<file path="config.mk">
export PLATFORM = sky130hd
export DESIGN_NAME = pipe_hazard_unit
export DESIGN_NICKNAME = d
export VERILOG_FILES = /design/src/rtl/pipe_pkg.sv /design/src/rtl/pipe_fwd_sel.sv /design/src/rtl/pipe_hazard_unit.sv
export SDC_FILE = /design/constraint.sdc
export NUM_CORES = 1
export LEC_CHECK = 0
export BUFFER_PORTS_ARGS = -buffer_cell sky130_fd_sc_hd__buf_2
export CAP_MARGIN = 20
export CELL_PAD_IN_SITES_DETAIL_PLACEMENT = 1
export CELL_PAD_IN_SITES_GLOBAL_PLACEMENT = 2
export CORE_MARGIN = 2
export CORE_UTILIZATION = 21
export CTS_CLUSTER_SIZE = 12
export DETAILED_ROUTE_END_ITERATION = 8
export PLACE_DENSITY_LB_ADDON = 0.05
export SLEW_MARGIN = 5
export SYNTH_ARGS = -nofsm -noshare
export SYNTH_HDL_FRONTEND = slang
export SYNTH_SLANG_ARGS = --single-unit
</file>
<file path="constraint.sdc">
create_clock -name clk -period 4.2 [get_ports clk]
set_clock_uncertainty 0.05 [all_clocks]
set_input_delay 1.26 -clock clk [delete_from_list [all_inputs] [get_ports clk]]
set_output_delay 1.26 -clock clk [all_outputs]
set_load 0.02 [all_outputs]
</file>
<file path="src/rtl/pipe_pkg.sv">
// Shared types and helpers for the pipeline hazard unit: scoreboard entry
// layout, the register-file select code and the operand-select width.
package pipe_pkg;

    // Scoreboard entries hold register numbers at a fixed width so the struct
    // can be shared across NREG settings; NREG is limited to 2**WR_MAX_W.
    localparam int WR_MAX_W = 8;
    localparam int FWD_RF   = 0;

    typedef struct packed {
        logic                valid;
        logic                we;
        logic [WR_MAX_W-1:0] wr;
        logic                load;
    } sb_entry_t;

    function automatic int sel_w(input int depth);
        return (depth + 1 <= 2) ? 1 : $clog2(depth + 1);
    endfunction

endpackage

</file>
<file path="src/rtl/pipe_fwd_sel.sv">
// Youngest-producer operand select and load-use hazard detect for one
// decode source operand.
module pipe_fwd_sel
    import pipe_pkg::*;
#(
    parameter int SIZE       = 32,
    parameter int AW         = 5,
    parameter int DEPTH      = 3,
    parameter int LOAD_STAGE = 2,
    parameter int SW         = sel_w(DEPTH)
) (
    input  sb_entry_t [DEPTH-1:0] entries,
    input  logic [AW-1:0]         src,
    input  logic                  use_src,
    input  logic [DEPTH*SIZE-1:0] stage_data,
    input  logic [SIZE-1:0]       rf_data,
    output logic [SW-1:0]         sel,
    output logic [SIZE-1:0]       data,
    output logic                  hazard
);

    // Scan oldest to youngest so the youngest match is the one left standing.
    always_comb begin
        sel    = SW'(FWD_RF);
        data   = rf_data;
        hazard = 1'b0;
        for (int k = DEPTH; k >= 1; k--) begin
            if (entries[k-1].valid && entries[k-1].we && use_src &&
                (src != '0) && (entries[k-1].wr == WR_MAX_W'(src))) begin
                sel    = SW'(k);
                data   = stage_data[(k-1)*SIZE +: SIZE];
                hazard = entries[k-1].load && (k < LOAD_STAGE);
            end
        end
    end

endmodule

</file>
<file path="src/rtl/pipe_hazard_unit.sv">
// Scoreboard, forwarding select and stall/flush control between decode and the
// downstream stages, with saturating stall and flush event counters.
module pipe_hazard_unit
    import pipe_pkg::*;
#(
    parameter int SIZE       = 32,
    parameter int NREG       = 32,
    parameter int DEPTH      = 3,
    parameter int LOAD_STAGE = 2,
    parameter int CNT_W      = 16,
    localparam int AW        = $clog2(NREG),
    localparam int SW        = sel_w(DEPTH)
) (
    input  logic                  clk,
    input  logic                  rst_n,
    input  logic                  id_valid,
    input  logic [AW-1:0]         id_rs,
    input  logic [AW-1:0]         id_rt,
    input  logic                  id_use_rs,
    input  logic                  id_use_rt,
    input  logic                  id_we,
    input  logic [AW-1:0]         id_wr,
    input  logic                  id_load,
    input  logic                  br_taken,
    input  logic [DEPTH*SIZE-1:0] stage_data,
    input  logic [SIZE-1:0]       rf_rs_data,
    input  logic [SIZE-1:0]       rf_rt_data,
    output logic [SW-1:0]         rs_sel,
    output logic [SW-1:0]         rt_sel,
    output logic [SIZE-1:0]       rs_data,
    output logic [SIZE-1:0]       rt_data,
    output logic                  stall,
    output logic                  flush,
    output logic                  issue,
    output logic [CNT_W-1:0]      stall_cnt,
    output logic [CNT_W-1:0]      flush_cnt
);

    sb_entry_t [DEPTH-1:0] sb;
    sb_entry_t             new_entry;
    logic                  rs_hazard;
    logic                  rt_hazard;

    pipe_fwd_sel #(
        .SIZE(SIZE), .AW(AW), .DEPTH(DEPTH), .LOAD_STAGE(LOAD_STAGE), .SW(SW)
    ) u_rs_sel (
        .entries(sb), .src(id_rs), .use_src(id_use_rs), .stage_data(stage_data),
        .rf_data(rf_rs_data), .sel(rs_sel), .data(rs_data), .hazard(rs_hazard)
    );

    pipe_fwd_sel #(
        .SIZE(SIZE), .AW(AW), .DEPTH(DEPTH), .LOAD_STAGE(LOAD_STAGE), .SW(SW)
    ) u_rt_sel (
        .entries(sb), .src(id_rt), .use_src(id_use_rt), .stage_data(stage_data),
        .rf_data(rf_rt_data), .sel(rt_sel), .data(rt_data), .hazard(rt_hazard)
    );

    // Flush is held off while reset is asserted so reset outputs are clean.
    assign flush = br_taken & rst_n;
    assign stall = id_valid & (rs_hazard | rt_hazard) & ~br_taken;
    assign issue = id_valid & ~stall & ~flush;

    always_comb begin
        new_entry       = '0;
        new_entry.valid = issue;
        new_entry.we    = issue & id_we;
        new_entry.wr    = WR_MAX_W'(id_wr);
        new_entry.load  = issue & id_load;
    end

    always_ff @(posedge clk or negedge rst_n) begin
        if (!rst_n) begin
            sb <= '0;
        end else begin
            for (int k = DEPTH - 1; k >= 1; k--) begin
                sb[k] <= sb[k-1];
            end
            sb[0] <= new_entry;
        end
    end

    always_ff @(posedge clk or negedge rst_n) begin
        if (!rst_n) begin
            stall_cnt <= '0;
            flush_cnt <= '0;
        end else begin
            if (stall && (stall_cnt != '1)) stall_cnt <= stall_cnt + 1'b1;
            if (flush && (flush_cnt != '1)) flush_cnt <= flush_cnt + 1'b1;
        end
    end

endmodule

</file>
; Word level (Yosys, flattened, before mapping)
; Cells that the tools add are included.
[word_totals]
reg_bits = 54
input_bits = 183
out_inout_bits = 103
wordCells = 72
[classes]
bitwise = 11
muxes = 14
n_addsub = 2
n_eq_ne = 8
reduce_logical = 25
[ops]
columns = op, n
row1 = $mux 32, 6
row2 = $add 16x1->16 const B, 2
row3 = $ne 16x16->1 const B, 2
row4 = $eq 5x5->1, 6
row5 = $logic_and 1x1->1, 23
row6 = $mux 2, 6
row7 = $reduce_bool 5->1, 2
row8 = $and 1x1->1, 7
row9 = $not 1->1, 3
row10 = $mux 1, 2
row11 = $or 1x1->1, 1

; Depth between registers and ports, before layout
; Gate-level depths: netlist of the first run.
[logic_depth]
word_depth = 12
depth_mapped = 9
ltp_nobuf = 6

; Modules after synthesis
; A second synthesis of the first run with hierarchy kept.
[unflattened]
cells_unflattened = 656
hier_area_um2 = 5441.5
[modules_own_cells]
columns = module, n_inst, cells_per_inst, area_per_inst_um2, seq_area_each_um2
row1 = pipe_fwd_sel, 2, 240, 1619.1, 0.0
row2 = pipe_hazard_unit, 1, 176, 2203.4, 1401.3

; Least setup slack after synthesis of the first run
; Ideal clock, no wire load.
[synth_timing]
path_type = input to output
startpoint = input port id_rt[1]
endpoint = output port issue
stages = 7
setup_slack_ns = -0.189
required_time_ns = 2.890
n_path_buf = 2
arrival_ns = 3.079
path_cell_list = buf_2 -> xnor2_1 -> nand4b_1 -> or4_1 -> buf_2 -> a21oi_1 -> nor2_1
[synth_via]
elab_chain_cells = 10
word_cells_on_any_way = 11
cone_classes = eq/ne (1) / mux (1) / bitwise (6) / reduce/logical (3)
[synth_lines]
columns = element, line
row1 = start: declaration, pipe_hazard_unit.sv:18  ; input logic [AW-1:0] id_rt,
row2 = $reduce_bool 5->1, pipe_fwd_sel.sv:29  ; (src != '0) && (entries[k-1].wr == WR_MAX_W'(src))) begin
row3 = $logic_and 1x1->1, pipe_fwd_sel.sv:28  ; if (entries[k-1].valid && entries[k-1].we && use_src &&
row4 = $logic_and 1x1->1 (*), pipe_fwd_sel.sv:29
row5 = $mux 1 (*), pipe_fwd_sel.sv:28
row6 = $or 1x1->1 (*), pipe_hazard_unit.sv:60  ; assign stall = id_valid & (rs_hazard | rt_hazard) & ~br_taken;
row7 = $and 1x1->1 (*) (2 in a row), pipe_hazard_unit.sv:60
row8 = net stall, pipe_hazard_unit.sv:32  ; output logic stall,
row9 = $not 1->1 (*), pipe_hazard_unit.sv:61  ; assign issue = id_valid & ~stall & ~flush;
row10 = $and 1x1->1 (*) (2 in a row), pipe_hazard_unit.sv:61
row11 = end: declaration, pipe_hazard_unit.sv:34  ; output logic issue,
; The timed path passes the listed nets; every way through them passes the cells marked *.

; Worst setup path after layout of the first run
[layout_timing]
startpoint = input port id_rt[2]
endpoint = output port rt_data[29]
[layout_via]
elab_chain_cells = 6
word_cells_on_any_way = 13
cone_classes = eq/ne (3) / mux (3) / reduce/logical (7)
[layout_lines]
columns = element, line
row1 = $reduce_bool 5->1, pipe_fwd_sel.sv:29
row2 = $logic_and 1x1->1, pipe_fwd_sel.sv:28
row3 = $logic_and 1x1->1, pipe_fwd_sel.sv:29
row4 = $mux 32 (2 in a row), pipe_fwd_sel.sv:28
row5 = $mux 32 (*), pipe_fwd_sel.sv:28
row6 = end: declaration, pipe_hazard_unit.sv:31  ; output logic [SIZE-1:0] rt_data,
; Mark *: on every way between the ends. The rest lies on a longest branch, timed or not.

==> qor.csv, run 1 <==
metric,value,unit
p_comb_share,38.9,%
grt_max_degree,55,
path_class,in2out,
grt_overflow,0,
total_power,0.00183,W
holdPathStages,0,
setup_ws,-0.194,ns
postRouteAntennaNets,0,
ys_types,40,
drive_above_1_share,57.0,%
die-area,26000,um^2
hold_viol,0,
synth_area,5180,um^2
p_leak,4.20,nW
r2r_end,stall_cnt[1]$_DFFE_PN0P_,
yosysWarnings,0,
rsz0062_at_grt,true,
cts.clk_slew.worst_paths,0.08,ns
violations,negative setup slack,
yosys-top-cells-area,"dfrtp_1, a31oi_1, o21ai_0",
fin_cells,1352,
maxCapViolations,0,
cp_data_required_time,2.89,ns
timing.final.crit_period,4.39,ns
multi_input_area,4560,um^2
drt-wirelength-per-cell,21.9,um
ys_seq_area_share,26.1,%
synth-main-ff-cell,dfrtp_1,
dp_cells,1316,
min_from,sb[21]$_DFF_PN0_,
grt_pass1_wl,43500,um
cellInternalPower,0.00118,W
p_sw_share,35.6,%
critical_path_arrival,3.08,ns
finalSetupViolations,67,
ys_top_cells_by_count,"nand2_1, o21ai_0, inv_1",
async_flop_share,100,%
utilization,40.5,%
synth_edf_count,0,
start_util,21.4,%
syn-num-nets,884,
insertion_delay,0.30,ns
die_h,161,um
postCtsHoldBufs,0,
first_pass_iters,4,
die_x,161,um
synthCells,699,
netlist.area_leader.share,26.1,%
r2r_start,stall_cnt[0]$_DFFE_PN0P_,
h-tree-depth,2,
max_freq,228,MHz
p_sw,0.000650,W
worstHoldPathType,reg2reg,
reg2reg_depth,6,
vias_per_cell,5.01,
yosysMostFrequentCell,nand2_1,
numCtsBuffers,5,
drc,0,
synth_seq_cells,54,
yosysTopAreaCell,dfrtp_1,
antenna_found_initial,8,
pin_count,286,
hpwl,21000,um
crit_path_start_kind,primary input,
slew_violations,0,
whs_endpoint,sb[32]$_DFF_PN0_,
cts_tree,yes,
fillers,2835,
relSlewSlack,32.9,%
status,finished with violations,
portBuffers,285,
grt_pass1_vias,7390,
regToRegSetupSlack,1.55,ns
critPathMaxFanout,6,
seq_power_share,33.8,%
grt_usage,21.3,%
syn_avg_cell_area,7.41,um^2
post-route-period-util,105,%
tightest_slew,0.997,ns
vdd_drop_max,227,uV
first_iter_violations,262,
cts-root-buf,clkbuf_16,
routabilityCongestion,0.868,
p_clk_share,27.3,%
cp-end-kind,output pin,
seqCellArea,1350,um^2
rows,57,
core_area,24200,um^2
clock_sinks,54,
clockBufferDepth,2,
drt-total-wl,29500,um
p_per_area,186,nW/um^2
syn_to_final_growth,89.4,%
final_nets,1206,
vias,6773,
==> cells by family (layout without fill, tap and decap cells) <==
| kind of cell | after synthesis | count (layout) | share of synthesized area [%] |
|---|---|---|---|
| AND/OR/NAND/NOR | 168 | 168 | 16.0 |
| adder cells (fa/ha/maj) | 2 | 2 | 0.483 |
| other | 0 | 6 | 0 |
| flip-flops | 54 | 54 | 26.1 |
| buffers and inverters | 130 | 453 | 11.1 |
| multiplexers | 4 | 4 | 0.869 |
| AO/OA/AOI/OAI | 283 | 283 | 35.7 |
| XOR/XNOR | 58 | 58 | 9.80 |
==> power by group through the flow <==
stage / clock (W) / combinational [W] / sequential, W
floorplan: 0 / 0.000232 / 0.000649
global placement: 0 / 0.000548 / 0.000619
detailed placement: 0 / 0.000553 / 0.000623
CTS: 0.000516 / 0.000661 / 0.000617
global route: 0.000531 / 0.000760 / 0.000628
finish: 0.000498 / 0.000710 / 0.000618
==> worst max-delay path, cell delays in order <==
cell	delay, ns
buf_6	0.09
or4_4	0.58
o21a_4	0.23
and3_4	0.22
clkbuf_16	0.20
a211oi_2	0.26
o21ai_2	0.07
buf_2	0.16
==> placed cells by master, fill, tap and decap left out, types with 11 or more instances in the layout <==
cell type,count
o21ai_1,40
dfrtp_1,54
a31oi_2,21
buf_6,66
nand4_1,17
xnor2_1,21
a211oi_2,35
a31oi_4,20
nand2_1,83
clkbuf_16,11
xor2_1,26
o21ai_0,37
a211oi_4,29
nand3_1,11
nor2_1,15
buf_12,21
buf_2,219
inv_1,68
a31oi_1,24
o21ai_2,55
buf_4,55
==> state kept, by name (all words and copies together), names as in the netlist <==
name       cells
flush_cnt     16
sb            22
stall_cnt     16
==> per-stage QoR <==
step	hold slack (ns)	TNS (ns)	area (um^2)	setup WS, ns
floorplan	0.317	-0.136	5400	-0.0113
global placement	0.347	-17.16	7650	-0.325
detailed placement	0.356	-18.59	7650	-0.347
CTS	0.364	-9.16	9090	-0.180
global route	0.379	-12.80	9810	-0.245
finish	0.366	-9.19	9810	-0.194
==> layout make-up <==
class	count	share of cell area (%)
multi-input combinational	515	46.5
timing repair buffer	377	31.1
sequential	54	13.8
tap	324	4.13
inverter	68	2.60
clock buffer	5	1.28
clock inverter	3	0.497
antenna	6	0.153
==> per-layer routing <==
layer  global-route usage (%)  wire (um)
met3                     3.83       1730
met5                        0         24
met4                     5.56        907
met2                     40.2      15400
met1                     24.6      11400
==> worst max path at each step <==
stage | from | end | slack (ns) | cells after the start
floorplan | id_rt[0] | rt_data[10] | -0.01 | 7
finish | id_rt[2] | rt_data[29] | -0.19 | 8
CTS | id_rt[2] | rt_data[24] | -0.18 | 10
global route | id_rt[4] | rt_data[30] | -0.24 | 9
global placement | id_rt[0] | rt_data[17] | -0.32 | 8
detailed placement | id_rt[0] | rt_data[17] | -0.35 | 8
==> timing repair <==
| item | CTS | global route |
|---|---|---|
| pin swaps | 52 | 38 |
| cloned | 6 | 8 |
| buffers inserted | 7 | 3 |
| endpoints found under the setup margin | 70 | 70 |
| gates resized for setup | 235 | 120 |
No activity file was read; power rests on OpenSTA's default activity.
==> run 2: changes to the inputs <==
Settings changed: TNS_END_PERCENT from default to 30.
==> run 2 against run 1 <==
Compared with the run above: the flow still finishes with violations (negative setup slack); wire length rose by 2.1%; via count rose by 0.55%; total power decreased by 2.8%; largest power group unchanged; non-clock buffer count unchanged; sequential power down 0.8%; sequential share of layout area rose by 0.64 points; critical path depth is 1 higher; worst setup slack worse by 0.061 ns; global-route usage increased by 0.24 points; register-to-register slack improved by 0.06 ns; cell count about the same; largest cell class unchanged; die area unchanged.
==> qor.csv, run 2 (synthesis results as in run 1) <==
metric,value,unit,change
post-route-period-util,106,%,+1.4 points
hold_viol,0,,unchanged
setup_ws,-0.255,ns,-0.0608 ns
worstHoldPathType,reg2reg,,
pin_count,286,,unchanged
postRouteAntennaNets,0,,unchanged
violations,negative setup slack,,
relSlewSlack,39.5,%,+6.6 points
critical_path.slowest_cell,or4_4,,
insertion_delay,0.30,ns,about the same
min_from,sb[20]$_DFF_PN0_,,
cp_data_required_time,2.89,ns,about the same
finalSetupViolations,69,,+3.0%
drive_above_1_share,54.1,%,-2.9 points
path_class,in2out,,
grt_pass1_wl,43600,um,+0.25%
grt_usage,21.5,%,+0.24 points
final_cell_mix,"buf_2, buf_4, nand2_1",,
final_area,9380,um^2,-4.4%
first_pass_iters,4,,unchanged
grt_max_degree,55,,unchanged
slew_violations,0,,unchanged
die-area,26000,um^2,unchanged
critical_path_arrival,3.14,ns,+0.06 ns
clockBufferDepth,2,,unchanged
status,finished with violations,,
p_sw_share,35.4,%,-0.25 points
crit_chain,"buf_6, or4_4, buf_6, o21ai_4, or4_4, buf_12, o21ai_0, o21ai_1, buf_4",,
placed_area,7580,um^2,-0.93%
die_x,161,um,unchanged
crit_path_start_kind,primary input,,
routabilityCongestion,0.836,,-3.7%
maxCapViolations,0,,unchanged
fin_cells,1353,,+0.074%
top_register,sb,,
drc,0,,unchanged
postCtsHoldBufs,0,,unchanged
timing.final.crit_period,4.45,ns,+0.0608 ns
setup_tns,-12.47,ns,-3.28 ns
h-tree-depth,2,,unchanged
p_comb_share,37.6,%,-1.3 points
vdd_drop_max,210,uV,-7.6%
seq_power_share,34.6,%,+0.8 points
critPathMaxFanout,6,,unchanged
portBuffers,285,,unchanged
clock_sinks,54,,unchanged
syn_to_final_growth,81.0,%,
start_util,21.4,%,unchanged
p_leak,4.14,nW,-1.5%
cp-end-kind,output pin,,
hpwl,21900,um,+4.3%
core_area,24200,um^2,unchanged
p_clk_share,27.9,%,+0.6 points
mostFrequentLayoutCell,buf_2,,
cp_slowest_stage_delay,0.56,ns,-0.02 ns
cellInternalPower,0.00115,W,-2.4%
numCtsBuffers,5,,unchanged
drt-total-wl,30200,um,+2.1%
drt-wirelength-per-cell,22.3,um,+2.0%
p_per_area,189,nW/um^2,+1.7%
rows,57,,unchanged
grt_overflow,0,,unchanged
antenna_found_initial,9,,+1
rsz0062_at_grt,true,,
die_h,161,um,unchanged
largest_reg_flops,22,,unchanged
first_iter_violations,279,,+6.5%
r2r_start,stall_cnt[0]$_DFFE_PN0P_,,
cts_tree,yes,,
final_nets,1206,,unchanged
grt_pass1_vias,7275,,-1.6%
vias,6810,,+0.55%
cts-root-buf,clkbuf_16,,
vias_per_cell,5.03,,+0.47%
largestRegisters,"sb: 22 flops, flush_cnt: 16 flops, stall_cnt: 16 flops",,
dp_cells,1315,,-0.076%
cts.clk_slew.worst_paths,0.07,ns,about the same
crit_path_start,id_rt[3],,
max_freq,224,MHz,-1.4%
p_sw,0.000628,W,-3.5%
tightest_slew,0.899,ns,-0.0988 ns
run 2: cell types whose count changed in the layout (fill, tap and decap cells not counted), sizes merged:
cell    delta
diode      +1
clkbuf     +1
buf        -1
run 2: worst paths after layout:
check / to / slack [ns] / cells past startpoint
max: rt_data[28] / -0.25 / 9
min: sb[31]$_DFF_PN0_ / 0.36 / 0
max reg2reg: stall_cnt[1]$_DFFE_PN0P_ / 1.61 / 6
min reg2reg: sb[31]$_DFF_PN0_ / 0.36 / 0
max in group asynchronous: sb[13]$_DFF_PN0_ / 2.51 / 2
min in group asynchronous: stall_cnt[14]$_DFFE_PN0P_ / 1.07 / 2
run 2: stage by stage:
step                total power (W)  hold WS, ns  setup slack, ns  utilization, %
floorplan                  0.000874        0.317          -0.0749               -
global placement            0.00116        0.344           -0.364            31.3
detailed placement          0.00117        0.340           -0.368            31.3
CTS                         0.00175        0.350           -0.206            36.2
global route                0.00187        0.377           -0.264            38.7
finish                      0.00177        0.362           -0.255            38.7
run 2: critical path, delay by kind of cell:
kind	cells	cell delay, ns
buffers and inverters	4	0.59
AO/OA/AOI/OAI	3	0.42
AND/OR/NAND/NOR	2	0.86
run 2: power by group through the flow:
stage	Clock [W]	Combinational (W)	Sequential, W
after floorplan	0	0.000225	0.000649
after global placement	0	0.000544	0.000619
after detailed placement	0	0.000549	0.000623
after CTS	0.000512	0.000626	0.000614
after global routing	0.000531	0.000712	0.000622
final	0.000495	0.000667	0.000613
run 2: what timing repair did:
action | in CTS | in global routing
setup endpoints to repair | 70 | 70
cloned | 4 | 8
pin swaps | 51 | 70
setup buffers | 9 | 3
gates resized for setup | 200 | 114
endpoints found under the hold margin | 0 | 0
run 2: routing by layer:
layer  part of all wire, %  global-route usage [%]
met1                    42                    26.8
met2                    51                    38.9
met3                   5.0                    3.44
met4                   2.1                    5.03
met5                 0.080                       0
run 2: cell type report:
type / count / area, um^2
fillers: 2876 / 14900
multi-input cells: 515 / 4200
repair buffers: 377 / 2970
flip-flops and latches: 54 / 1350
well taps: 324 / 405
inverters: 68 / 255
clock buffers: 5 / 125
clock inverters: 3 / 48.8
diodes: 7 / 17.5
